**config.mk**
```make
export PLATFORM = sky130hd
export DESIGN_NAME = uart_tx_fifo
export DESIGN_NICKNAME = d
export VERILOG_FILES = /design/src/rtl/uart_tx_fifo_pkg.sv /design/src/rtl/tx_fifo_sync.sv /design/src/rtl/uart_tx_fifo.sv
export SDC_FILE = /design/constraint.sdc
export NUM_CORES = 1
export LEC_CHECK = 0
export ABC_AREA = 1
export ABC_CLOCK_PERIOD_IN_PS = 3500
export BUFFER_PORTS_ARGS = -buffer_cell sky130_fd_sc_hd__buf_2
export CAP_MARGIN = 20
export CORE_MARGIN = 4
export CORE_UTILIZATION = 40
export DETAILED_ROUTE_END_ITERATION = 8
export GPL_TIMING_DRIVEN = 1
export PLACE_DENSITY_LB_ADDON = 0.1
export SYNTH_ARGS = -nofsm -noshare
export SYNTH_HDL_FRONTEND = slang
export SYNTH_SLANG_ARGS = --single-unit
```
**constraint.sdc**
```tcl
create_clock -name clk -period 3.5 [get_ports clk]
set_input_delay 0.35 -clock clk [delete_from_list [all_inputs] [get_ports clk]]
set_output_delay 0.35 -clock clk [all_outputs]
set_load 0.05 [all_outputs]
```
**src/rtl/uart_tx_fifo_pkg.sv**
```systemverilog
// Shared constants and helpers for the buffered UART transmitter.
package uart_tx_fifo_pkg;

    // Default line settings, common to the transmitter and the receiver on the same link.
    localparam int unsigned UartClkFreq = 25000000;
    localparam int unsigned UartBaud    = 115200;

    // Widest frame: start + 8 data + 2 stop.
    localparam int unsigned FrameBits = 11;

    // Number of bit periods in one frame for the given stop-bit count.
    function automatic logic [3:0] frame_len(input int unsigned stop_bits);
        return (stop_bits == 2) ? 4'd11 : 4'd10;
    endfunction

    // Shift-register image of a frame, LSB leaves first. Both stop bits are always present;
    // with one stop bit the frame length simply ends the frame before the second one.
    function automatic logic [FrameBits-1:0] frame_image(input logic [7:0] data);
        return {2'b11, data, 1'b0};
    endfunction

endpackage

```
**src/rtl/tx_fifo_sync.sv**
```systemverilog
// DEPTH x 8 register-file FIFO with combinational head output and an explicit occupancy counter.
module tx_fifo_sync #(
    parameter int unsigned DEPTH = 16
) (
    input  logic                      clk,
    input  logic                      resetq,
    input  logic                      push,
    input  logic                      pop,
    input  logic [7:0]                din,
    output logic [7:0]                dout,
    output logic                      full,
    output logic                      empty,
    output logic [$clog2(DEPTH):0]    level
);

    localparam int unsigned AW = $clog2(DEPTH);
    localparam logic [AW:0] FullLevel = (AW + 1)'(DEPTH);

    logic [7:0]    mem_q [DEPTH];
    logic [AW-1:0] wr_ptr_q, wr_ptr_d;
    logic [AW-1:0] rd_ptr_q, rd_ptr_d;
    logic [AW:0]   level_q, level_d;
    logic          do_push, do_pop;

    assign full  = (level_q == FullLevel);
    assign empty = (level_q == '0);
    assign level = level_q;
    assign dout  = mem_q[rd_ptr_q];

    // A push into a full FIFO is refused even if a pop happens in the same cycle.
    assign do_push = push & ~full;
    assign do_pop  = pop & ~empty;

    // Next-state for pointers (wrap modulo DEPTH) and occupancy.
    always_comb begin
        wr_ptr_d = wr_ptr_q;
        rd_ptr_d = rd_ptr_q;
        level_d  = level_q;
        if (do_push) wr_ptr_d = wr_ptr_q + AW'(1);
        if (do_pop)  rd_ptr_d = rd_ptr_q + AW'(1);
        case ({do_push, do_pop})
            2'b10:   level_d = level_q + (AW + 1)'(1);
            2'b01:   level_d = level_q - (AW + 1)'(1);
            default: level_d = level_q;
        endcase
    end

    // Pointer and occupancy registers.
    always_ff @(posedge clk or negedge resetq) begin
        if (!resetq) begin
            wr_ptr_q <= '0;
            rd_ptr_q <= '0;
            level_q  <= '0;
        end else begin
            wr_ptr_q <= wr_ptr_d;
            rd_ptr_q <= rd_ptr_d;
            level_q  <= level_d;
        end
    end

    // Data storage; contents are don't-care until written, so no reset.
    always_ff @(posedge clk) begin
        if (do_push) mem_q[wr_ptr_q] <= din;
    end

endmodule

```
**src/rtl/uart_tx_fifo.sv**
```systemverilog
// Buffered 8N1/8N2 UART transmitter: byte FIFO drained back-to-back by a serial shifter.
module uart_tx_fifo
    import uart_tx_fifo_pkg::*;
#(
    parameter int unsigned CLKFREQ   = UartClkFreq,
    parameter int unsigned BAUD      = UartBaud,
    parameter int unsigned DEPTH     = 16,
    parameter int unsigned STOP_BITS = 1
) (
    input  logic                      clk,
    input  logic                      resetq,
    input  logic                      wr,
    input  logic [7:0]                tx_data,
    input  logic                      clr_ovf,
    output logic                      full,
    output logic                      empty,
    output logic [$clog2(DEPTH):0]    level,
    output logic                      busy,
    output logic                      ovf,
    output logic                      tx
);

    localparam int unsigned Bp = CLKFREQ / BAUD;
    localparam int unsigned BW = $clog2(Bp);
    localparam logic [BW-1:0] BaudMax = BW'(Bp - 1);
    localparam logic [3:0] FrameLen = frame_len(STOP_BITS);

    logic [BW-1:0]        baud_q, baud_d;
    logic [3:0]           bitcnt_q, bitcnt_d;
    logic [FrameBits-1:0] shreg_q, shreg_d;
    logic                 tx_q;
    logic                 ovf_q, ovf_d;

    logic       idle, bit_end, last_bit, load;
    logic [7:0] head;
    logic       fifo_full, fifo_empty;

    tx_fifo_sync #(
        .DEPTH (DEPTH)
    ) u_fifo (
        .clk    (clk),
        .resetq (resetq),
        .push   (wr),
        .pop    (load),
        .din    (tx_data),
        .dout   (head),
        .full   (fifo_full),
        .empty  (fifo_empty),
        .level  (level)
    );

    assign idle     = (bitcnt_q == 4'd0);
    assign bit_end  = ~idle & (baud_q == BaudMax);
    assign last_bit = bit_end & (bitcnt_q == 4'd1);
    // Loading on the final stop-bit edge is what makes frames leave with no idle gap.
    assign load     = (idle | last_bit) & ~fifo_empty;

    assign full  = fifo_full;
    assign empty = fifo_empty;
    assign busy  = ~fifo_empty | ~idle;
    assign ovf   = ovf_q;
    assign tx    = tx_q;

    // Baud counter, bit counter and shift register next-state.
    always_comb begin
        baud_d   = baud_q;
        bitcnt_d = bitcnt_q;
        shreg_d  = shreg_q;
        if (load) begin
            baud_d   = '0;
            bitcnt_d = FrameLen;
            shreg_d  = frame_image(head);
        end else if (bit_end) begin
            baud_d   = '0;
            bitcnt_d = bitcnt_q - 4'd1;
            shreg_d  = {1'b1, shreg_q[FrameBits-1:1]};
        end else if (!idle) begin
            baud_d   = baud_q + BW'(1);
        end
    end

    // Sticky overflow; a fresh overflow wins over a simultaneous clear.
    always_comb begin
        ovf_d = ovf_q;
        if (wr && fifo_full) ovf_d = 1'b1;
        else if (clr_ovf)    ovf_d = 1'b0;
    end

    // Shifter state, registered tx pin and overflow flag.
    always_ff @(posedge clk or negedge resetq) begin
        if (!resetq) begin
            baud_q   <= '0;
            bitcnt_q <= 4'd0;
            shreg_q  <= '1;
            tx_q     <= 1'b1;
            ovf_q    <= 1'b0;
        end else begin
            baud_q   <= baud_d;
            bitcnt_q <= bitcnt_d;
            shreg_q  <= shreg_d;
            // tx follows the shifter one cycle later, so it changes only on clean edges.
            tx_q     <= shreg_q[0];
            ovf_q    <= ovf_d;
        end
    end

endmodule

```
==> results of run 1 <==
[stage by stage]
| step | power (uW) | util, % | hold WS, ps | worst slack [ps] |
|---|---|---|---|---|
| 2_1_floorplan | 2810 | - | 54.4 | 947 |
| 3_3_place_gp | 2990 | 42.3 | 360 | 1020 |
| 3_5_place_dp | 3010 | 42.3 | 358 | 972 |
| 4_1_cts | 4980 | 45.8 | 63.0 | 948 |
| 5_1_grt | 5160 | 45.8 | 107 | 766 |
| 6_report | 4940 | 45.8 | 32.4 | 960 |
[cell type report]
type / count / area [um^2]
Multi-Input combinational cell: 460 / 2190
Timing Repair Buffer: 25 / 135
Inverter: 61 / 229
Clock buffer: 18 / 429
Sequential cell: 164 / 4760
Clock inverter: 14 / 190
Tap cell: 229 / 287
Fill cell: 1677 / 9740
[report_power, final]
group,switching [uW],internal [uW],total [uW],leakage (uW)
clock,822,1150,1970,0.000299
combinational,436,142,579,0.00149
sequential,89.3,2300,2390,0.00158
[registers in the layout, indices dropped and copies added, names as in the netlist]
name,cells
ovf,1
baud_q,8
u_fifo.level,5
shreg_q,9
tx,1
u_fifo.wr_ptr_q,4
u_fifo.rd_ptr_q,4
u_fifo.mem_q,128
bitcnt_q,4
[kinds of logic (layout without fill, tap and decap cells)]
family | Yosys count | after routing | synth area share, %
AOI/OAI and AO/OA | 46 | 46 | 3.49
buffers and inverters | 86 | 118 | 5.03
and+or+nand+nor | 388 | 388 | 22.5
adders and majority gates | 14 | 14 | 2.50
xor gates and xnor gates | 12 | 12 | 1.44
DFF | 164 | 164 | 65.0
[worst paths after layout]
check                           slack, ps                 end  depth (start not counted)
worst max register to register        960     u_fifo.level[4]                         14
worst max-delay path                  960     u_fifo.level[4]                         14
max in group asynchronous            2870  u_fifo.rd_ptr_q[0]                          1
worst min register to register        370                  tx                          0
worst min-delay path                   30                 ovf                          1
min in group clk                      120                 ovf                          2
[critical path, delay by kind of cell, from the launching register on]
family,cells,cell delay [ps]
adders and majority gates,3,810
and+or+nand+nor,6,610
DFF,1,380
AOI/OAI and AO/OA,3,370
xor gates and xnor gates,1,150
buffers and inverters,1,120
[cells in the final DEF, fill, tap and decap left out, types with 3 or more instances in the layout]
| cell type | count |
|---|---|
| nand4_1 | 5 |
| clkinv_1 | 8 |
| clkbuf_16 | 17 |
| o21ai_1 | 4 |
| a21oi_1 | 6 |
| edfxtp_1 | 128 |
| buf_4 | 4 |
| o211ai_1 | 3 |
| o21ai_0 | 29 |
| buf_2 | 21 |
| bufinv_16 | 3 |
| nor2_1 | 79 |
| inv_2 | 7 |
| ha_1 | 13 |
| nand2_2 | 3 |
| inv_6 | 7 |
| nand2_1 | 215 |
| xor2_1 | 10 |
| inv_1 | 47 |
| dfrtp_1 | 25 |
| dfstp_2 | 10 |
| nand3_1 | 75 |
[per-layer routing]
layer,GRT usage [%],vias up
met2,28.2,73
met4,5.15,0
met1,23.3,2250
li1,-,2393
met3,3.82,20
met5,0,-
==> flow_summary.yaml, run 1 <==
status:
  status: "finished clean"
timing:
  rsz0062_at_grt: "false"
  fin_tns_setup_ps: 0
  drv_slew: 0
  maxSlewHeadroom_pct: 31.6
  finalHoldViolations: 0
  worst_clock_skew_ps: 10.9
  min_period_ps: 2540
  finalSetupViolCount: 0
  worstMarginPinSlew_ps: 1020
  fin_crit_sh_pct: 72.6
  max_freq_ghz: 0.394
route:
  drt_pass1_iterations: 6
  antenna_left: 0
  route.met3.wl_um: 566
  vias_per_cell: 4.88
  vias: 4736
  detail_route.wl_per_cell_um: 17.1
  drt_iter0_drc: 301
  wl_met1_um: 7800
  wl_um: 16600
  drc: 0
  wl_met2_um: 8010
  routed.top_layer: "met4"
setup_path:
  critical-path-max-stage-delay_ps: 380
  slowest_stage: "dfrtp_1"
  critical_path.cell_chain: "inv_1 > ha_1 > nand3_4 > nand2_2 > nand2_4 > a21oi_4 > ha_1 > ha_1 > a21oi_1 > nor2_1 > nor2_1 > xor2_1 > nand2_1 > o21ai_0"
  arrival_ps: 2880
  cp-end-kind: "flip-flop"
  critPathLaunch: "bitcnt_q[0]"
  timing.rr.start: "bitcnt_q[0]"
  cp.required_ps: 3840
  startpoint_type: "flip-flop"
  critPathKind: "reg -> reg"
  cp_max_fo: 9
  path_common_cell: "ha_1"
floorplanning:
  die_height_um: 143
  start_util_pct: 40.7
  die_w_um: 143
  die_area_mm2: 0.0205
  rows: 49
  core_area_mm2: 0.0180
  ios: 22
final_layout:
  final_nets: 755
  stdcell_area_mm2: 0.00822
  antennaDiodeCount: 0
  drive_gt1_share_pct: 11.7
  area_growth_pct: 12.3
  instances_no_fill: 971
clock_tree:
  cts_tree: "done"
  clock_tree.root_cell: "clkbuf_16"
  clockBufferDepth: 2
  cts-resized-gates: 0
  ctsHoldBuffers: 0
  h-tree-depth: 4
  cts_setup_buffers: 0
  clkLatencyLatePin_ps: 430
  cts.clk_slew.worst_paths_ps: 60
  cts_inserted_buffers: 17
  clock_sinks: 164
synth:
  ys_types: 35
  synth-seq-area-share_pct: 65.0
  synthArstFlopShare_pct: 22.0
  ys.flop_type: "edfxtp_1"
  syn_nets: 736
  synthMostInstantiatedCell: "nand2_1"
  synth_edf_count: 128
  syn_inst: 710
  synth_top_area_share_pct: 52.5
  synthTopCellsByArea: "edfxtp_1 53%, nand2_1 11%, dfrtp_1 8.9%"
  yosysWarnings: 0
  synth_seq_cells: 164
  syn_area_mm2: 0.00732
  synth_common_cells: "215 x nand2_1, 128 x edfxtp_1, 79 x nor2_1, 75 x nand3_1, 47 x inv_1"
  synth.avg_cell_area_um2: 10.3
  yosysTopAreaCell: "edfxtp_1"
pwr:
  leakage_uw: 0.00337
  power.density_mw_per_mm2: 601
  peakVddDrop_v: 0.000464
job:
  drv_cap: 0
placed_design:
  place_area_mm2: 0.00760
  portBuffers: 21
  place.gp.congestion: 0.868
  hpwl_um: 10500
  dp_cells: 939
grt:
  grt_max_degree: 67
  antenna_found_initial: 0
  grt_pass1_vias: 4721
  grt_pass1_wl_um: 26400
  grt_use_total_pct: 17.3
  grt-ovfl-total: 0
min_path:
  hold_path.class: "in -> async"
Power figures use the tool's default switching activity.
==> run 2: changes to the inputs <==
--- a/config.mk
+++ b/config.mk
@@ -6,7 +6,7 @@
 export NUM_CORES = 1
 export LEC_CHECK = 0
 export ABC_AREA = 1
-export ABC_CLOCK_PERIOD_IN_PS = 3500
+export ABC_CLOCK_PERIOD_IN_PS = 2620
 export BUFFER_PORTS_ARGS = -buffer_cell sky130_fd_sc_hd__buf_2
 export CAP_MARGIN = 20
 export CORE_MARGIN = 4
==> constraint.sdc (replaced) <==
create_clock -name clk -period 2.62 [get_ports clk]
set_input_delay 0.262 -clock clk [delete_from_list [all_inputs] [get_ports clk]]
set_output_delay 0.262 -clock clk [all_outputs]
set_load 0.05 [all_outputs]
==> run 2 against run 1 <==
Net effect:
- cell count rose by 2.3%
- non-clock buffer count grew 23
- highest routed layer unchanged
- hold slack worse by 1.2 ps
- sequential power is 33% higher
==> flow_summary.yaml, run 2 (synthesized netlist as in run 1, its figures left out) <==
status:
  status: "finished clean"
route:
  routed.top_layer: "met4"
  detail_route.wl_per_cell_um: 16.8
  route.met3.wl_um: 728
  drt_iter0_drc: 322
  wl_um: 16700
  wl_met2_um: 7980
  antenna_left: 0
  vias_per_cell: 4.95
  wl_met1_um: 7820
  vias: 4916
  drc: 0
  drt_pass1_iterations: 5
floorplanning:
  die_w_um: 143
  core_area_mm2: 0.0180
  start_util_pct: 40.7
  die_height_um: 143
  ios: 22
  die_area_mm2: 0.0205
  rows: 49
clock_tree:
  cts.clk_slew.worst_paths_ps: 70
  clock_tree.root_cell: "clkbuf_16"
  clock_sinks: 164
  cts_tree: "done"
  cts_inserted_buffers: 17
  h-tree-depth: 4
  clockBufferDepth: 2
  clkLatencyLatePin_ps: 420
final_layout:
  final_cell_mix: "215 x nand2_1, 128 x edfxtp_1, 79 x nor2_1"
  final_common_cell: "nand2_1"
  area_growth_pct: 14.2
  drive_gt1_share_pct: 14.5
  final_nets: 778
  nFillCells: 1652
  largest_register: "u_fifo.mem_q"
  top_regs: "u_fifo.mem_q: 128 flops, shreg_q: 9 flops, baud_q: 8 flops"
  largest_reg_flops: 128
  antennaDiodeCount: 0
timing:
  rsz0062_at_grt: "false"
  fin_tns_setup_ps: 0
  holdWs_ps: 31.3
  finalHoldViolations: 0
  finalSetupViolCount: 0
  worstMarginPinSlew_ps: 847
  min_period_ps: 2390
  max_freq_ghz: 0.419
  maxSlewHeadroom_pct: 43.6
  worst_clock_skew_ps: 8.79
  drv_slew: 0
  fin_crit_sh_pct: 91.2
grt:
  antenna_found_initial: 0
  grt_max_degree: 67
  grt_pass1_wl_um: 26400
  grt_pass1_vias: 4795
  grt-ovfl-total: 0
  grt_use_total_pct: 17.2
setup_path:
  critical-path-max-stage-delay_ps: 380
  path_common_cell: "nor2_1"
  timing.rr.start: "bitcnt_q[0]"
  cp.depth: 14
  startpoint_type: "flip-flop"
  rr_worst_depth: 14
  r2r_setup_slack_ps: 230
  cp-end-kind: "flip-flop"
  critPathKind: "reg -> reg"
  critical_path.cell_chain: "inv_1 > ha_2 > nand3_4 > nand2_2 > nand2_4 > a21oi_4 > ha_4 > ha_1 > a21oi_1 > nor2_1 > nor2_1 > xor2_1 > nand2_1 > o21ai_0"
  cp_max_fo: 8
  cp.required_ps: 2960
  slowest_stage: "dfrtp_1"
  arrival_ps: 2730
  crit_family: "adder cells"
  cp.buffers_inverters: 1
  timing.rr.end: "u_fifo.level[4]"
placed_design:
  portBuffers: 21
  place.gp.congestion: 0.837
  hpwl_um: 10700
job:
  drv_cap: 0
min_path:
  hold_path.class: "in -> reg"
  whs_path_depth: 2
  hold_end: "ovf"
  min_from: "clr_ovf"
pwr:
  power.density_mw_per_mm2: 763
  peakVddDrop_v: 0.000502
  leakage_uw: 0.00346
## run 2: cell count changes in the layout (fill, tap and decap cells not counted), moves of 2 or more
cell	delta
inv_6	-3
buf_4	+21
bufinv_16	-2
ha_1	-2
clkinv_2	+3
clkinv_4	+2
## run 2: area by class of cell
| class | instances | area [um^2] | share of cell area, % |
|---|---|---|---|
| tap | 229 | 287 | 3.43 |
| clock inverter | 13 | 124 | 1.48 |
| timing repair buffer | 48 | 323 | 3.86 |
| clock buffer | 18 | 429 | 5.14 |
| sequential | 164 | 4760 | 56.9 |
| inverter | 61 | 229 | 2.74 |
| multi-input combinational | 460 | 2210 | 26.4 |
## run 2: layer usage
metal	up-vias	global-route usage, %
li1	2427	-
met1	2377	23.5
met2	100	28.1
met3	12	3.88
met4	0	4.01
met5	-	0
## run 2: metrics by stage
| step | std cells | total power (uW) | setup slack [ps] | instance area, um^2 | utilization [%] |
|---|---|---|---|---|---|
| after floorplan | 710 | 3750 | 66.9 | 7320 | - |
| after global placement | 958 | 4060 | 160 | 7760 | 43.2 |
| after detailed placement | 958 | 4080 | 45.9 | 7760 | 43.2 |
| after CTS | 990 | 6440 | 30.6 | 8320 | 46.3 |
| after global routing | 993 | 6670 | 45.1 | 8360 | 46.5 |
| final | 993 | 6380 | 232 | 8360 | 46.5 |
## run 2: worst max-delay path by stage
stage          slack (ps)             from              end
6_report              230      bitcnt_q[0]  u_fifo.level[4]
5_1_grt                50        baud_q[1]  u_fifo.level[4]
4_1_cts                30      bitcnt_q[0]  u_fifo.level[4]
3_5_place_dp           50      bitcnt_q[0]  u_fifo.level[4]
3_3_place_gp          160      bitcnt_q[0]  u_fifo.level[4]
2_1_floorplan          70  u_fifo.level[0]  u_fifo.level[4]
## run 2: what timing repair did
item                       CTS  global route
gates resized for setup      0             3
hold buffers                 1             0
buffers inserted             0             3
hold endpoints to repair    26             0
setup endpoints to repair    0             2
## run 2: where the power goes
group / internal (uW) / total, uW / switching [uW]
Combinational: 232 / 843 / 611
Clock: 1320 / 2350 / 1030
Sequential: 3070 / 3180 / 116
==> run 3: changes to the inputs <==
--- a/config.mk
+++ b/config.mk
@@ -10,7 +10,7 @@
 export BUFFER_PORTS_ARGS = -buffer_cell sky130_fd_sc_hd__buf_2
 export CAP_MARGIN = 20
 export CORE_MARGIN = 4
-export CORE_UTILIZATION = 40
+export CORE_UTILIZATION = 35
 export DETAILED_ROUTE_END_ITERATION = 8
 export GPL_TIMING_DRIVEN = 1
 export PLACE_DENSITY_LB_ADDON = 0.1
==> run 3 against run 2 <==
Net effect:
- utilization down 5.1 points
- clock power up 9.8%
- largest cell class unchanged
- count of clock-buffer cells in the layout down 1
==> flow_summary.yaml, run 3 (synthesized netlist as in run 1, its figures left out) <==
timing:
  min_period_ps: 2360
  maxSlewHeadroom_pct: 43.4
  fin_crit_sh_pct: 90.2
  worstMarginPinSlew_ps: 849
  finalSetupViolCount: 0
  max_freq_ghz: 0.423
  fin_tns_setup_ps: 0
  worst_clock_skew_ps: 12.4
  finalHoldViolations: 0
  drv_slew: 0
floorplanning:
  core_area_mm2: 0.0204
  start_util_pct: 35.8
  ios: 22
  die_area_mm2: 0.0233
  die_height_um: 153
  rows: 52
  die_w_um: 153
grt:
  grt_pass1_vias: 4809
  grt_max_degree: 67
  antenna_found_initial: 0
  grt-ovfl-total: 0
  grt_pass1_wl_um: 27500
  grt_use_total_pct: 15.3
final_layout:
  largest_register: "u_fifo.mem_q"
  instances_no_fill: 1035
  top_regs: "u_fifo.mem_q: 128 flops, shreg_q: 9 flops, baud_q: 8 flops"
  antennaDiodeCount: 0
  final_common_cell: "nand2_1"
  nFillCells: 2018
  final_cell_mix: "215 x nand2_1, 128 x edfxtp_1, 79 x nor2_1"
  area_growth_pct: 15.8
  drive_gt1_share_pct: 14.8
  largest_reg_flops: 128
  final_nets: 778
placed_design:
  portBuffers: 21
  place.gp.congestion: 0.799
  dp_cells: 1001
  hpwl_um: 11200
setup_path:
  crit_family: "adder cells"
  arrival_ps: 2710
  critical-path-max-stage-delay_ps: 420
  cp.required_ps: 2970
  startpoint_type: "flip-flop"
  cp.buffers_inverters: 1
  critPathKind: "reg -> reg"
  slowest_stage: "fa_1"
  cp_max_fo: 9
  critical_path.cell_chain: "inv_1 > ha_2 > nand3_4 > nand3_4 > a21oi_4 > ha_4 > fa_1 > a21oi_2 > nor2_1 > nor2_1 > xor2_1 > nand2_1 > o21ai_0"
  cp-end-kind: "flip-flop"
  critPathLaunch: "bitcnt_q[1]"
  timing.rr.start: "bitcnt_q[1]"
min_path:
  min_from: "wr"
  hold_path.class: "in -> reg"
clock_tree:
  clock_tree.root_cell: "clkbuf_16"
  clockBufferDepth: 2
  cts_tree: "done"
  cts.clk_slew.worst_paths_ps: 70
  cts_setup_buffers: 0
  cts_inserted_buffers: 17
  clock_sinks: 164
  h-tree-depth: 4
  clkLatencyLatePin_ps: 430
pwr:
  leakage_uw: 0.00348
  p_switching_uw: 1870
  pwr-share-comb_pct: 13.2
  peakVddDrop_v: 0.000404
  power.density_mw_per_mm2: 783
  clkPwrFrac_pct: 38.9
  netSwitchingFraction_pct: 28.2
  seq_power_share_pct: 47.9
  p_int_uw: 4770
route:
  vias: 4841
  detail_route.wl_per_cell_um: 16.6
  drt_pass1_iterations: 5
  antenna_left: 0
  drt_iter0_drc: 245
  vias_per_cell: 4.68
  drc: 0
  wl_um: 17200
status:
  status: "finished clean"
job:
  drv_cap: 0
==> run 3: changes by cell type in the layout (fill, tap and decap cells not counted), moves of 2 or more <==
| cell | change |
|---|---|
| inv_6 | -3 |
| inv_8 | +7 |
| clkinv_2 | -3 |
| clkinv_4 | -2 |
==> run 3: area by class of cell <==
| type | count | area [um^2] | share of cell area, % |
|---|---|---|---|
| timing repair buffer | 48 | 325 | 3.84 |
| clock inverter | 15 | 185 | 2.19 |
| tap | 270 | 338 | 3.99 |
| sequential | 164 | 4760 | 56.2 |
| inverter | 61 | 229 | 2.70 |
| multi-input combinational | 460 | 2210 | 26.1 |
| clock buffer | 17 | 425 | 5.02 |
==> run 3: metrics by stage <==
| stage | total power [uW] | setup WS, ps | utilization, % | area [um^2] | hold slack, ps |
|---|---|---|---|---|---|
| final | 6630 | 257 | 41.5 | 8470 | 57.3 |
| after global routing | 6930 | -0.418 | 41.5 | 8470 | 57.9 |
| after CTS | 6700 | 54.9 | 41.4 | 8450 | 35.7 |
| after detailed placement | 4110 | 70.2 | 38.3 | 7820 | 366 |
| after global placement | 4090 | 162 | 38.3 | 7820 | 362 |
| after floorplan | 3750 | 66.9 | - | 7320 | -33.6 |
==> run 3: path summary, 6_finish.rpt <==
kind / end / slack [ps] / cells after the start
setup / recovery: u_fifo.level[4] / 260 / 13
hold / removal: ovf / 60 / 3
setup reg to reg: u_fifo.level[4] / 260 / 13
hold reg to reg: tx / 370 / 0
max in group asynchronous: u_fifo.rd_ptr_q[0] / 1560 / 2
min in group asynchronous: u_fifo.level[4] / 480 / 2
==> run 3: worst min-delay path, cell delays in order <==
cell     delay (ps)
buf_2            90
nand2_1          40
o21ai_0          60
==> run 3: routing by layer <==
| layer | vias up | routed length, um | share of wire (%) | global-route usage, % |
|---|---|---|---|---|
| met1 | 2324 | 8070 | 47 | 20.6 |
| met3 | 8 | 611 | 3.5 | 4.00 |
| li1 | 2434 | - | - | - |
| met5 | - | 0 | 0 | 0 |
| met2 | 75 | 8410 | 49 | 25.1 |
| met4 | 0 | 125 | 0.73 | 3.35 |
==> run 3: what timing repair did <==
action                                 4_1_cts  5_1_grt
setup endpoints to repair                    0        2
gates resized for setup                      0        5
endpoints found under the hold margin       27        0
hold buffers                                 2        0
==> run 3: power groups by stage <==
stage                     clock network (uW)  logic (uW)  registers (uW)
final                                   2580         877            3170
after global routing                    2760         969            3200
after CTS                               2640         890            3170
after detailed placement                   0         883            3230
after global placement                     0         868            3220
after floorplan                            0         407            3350
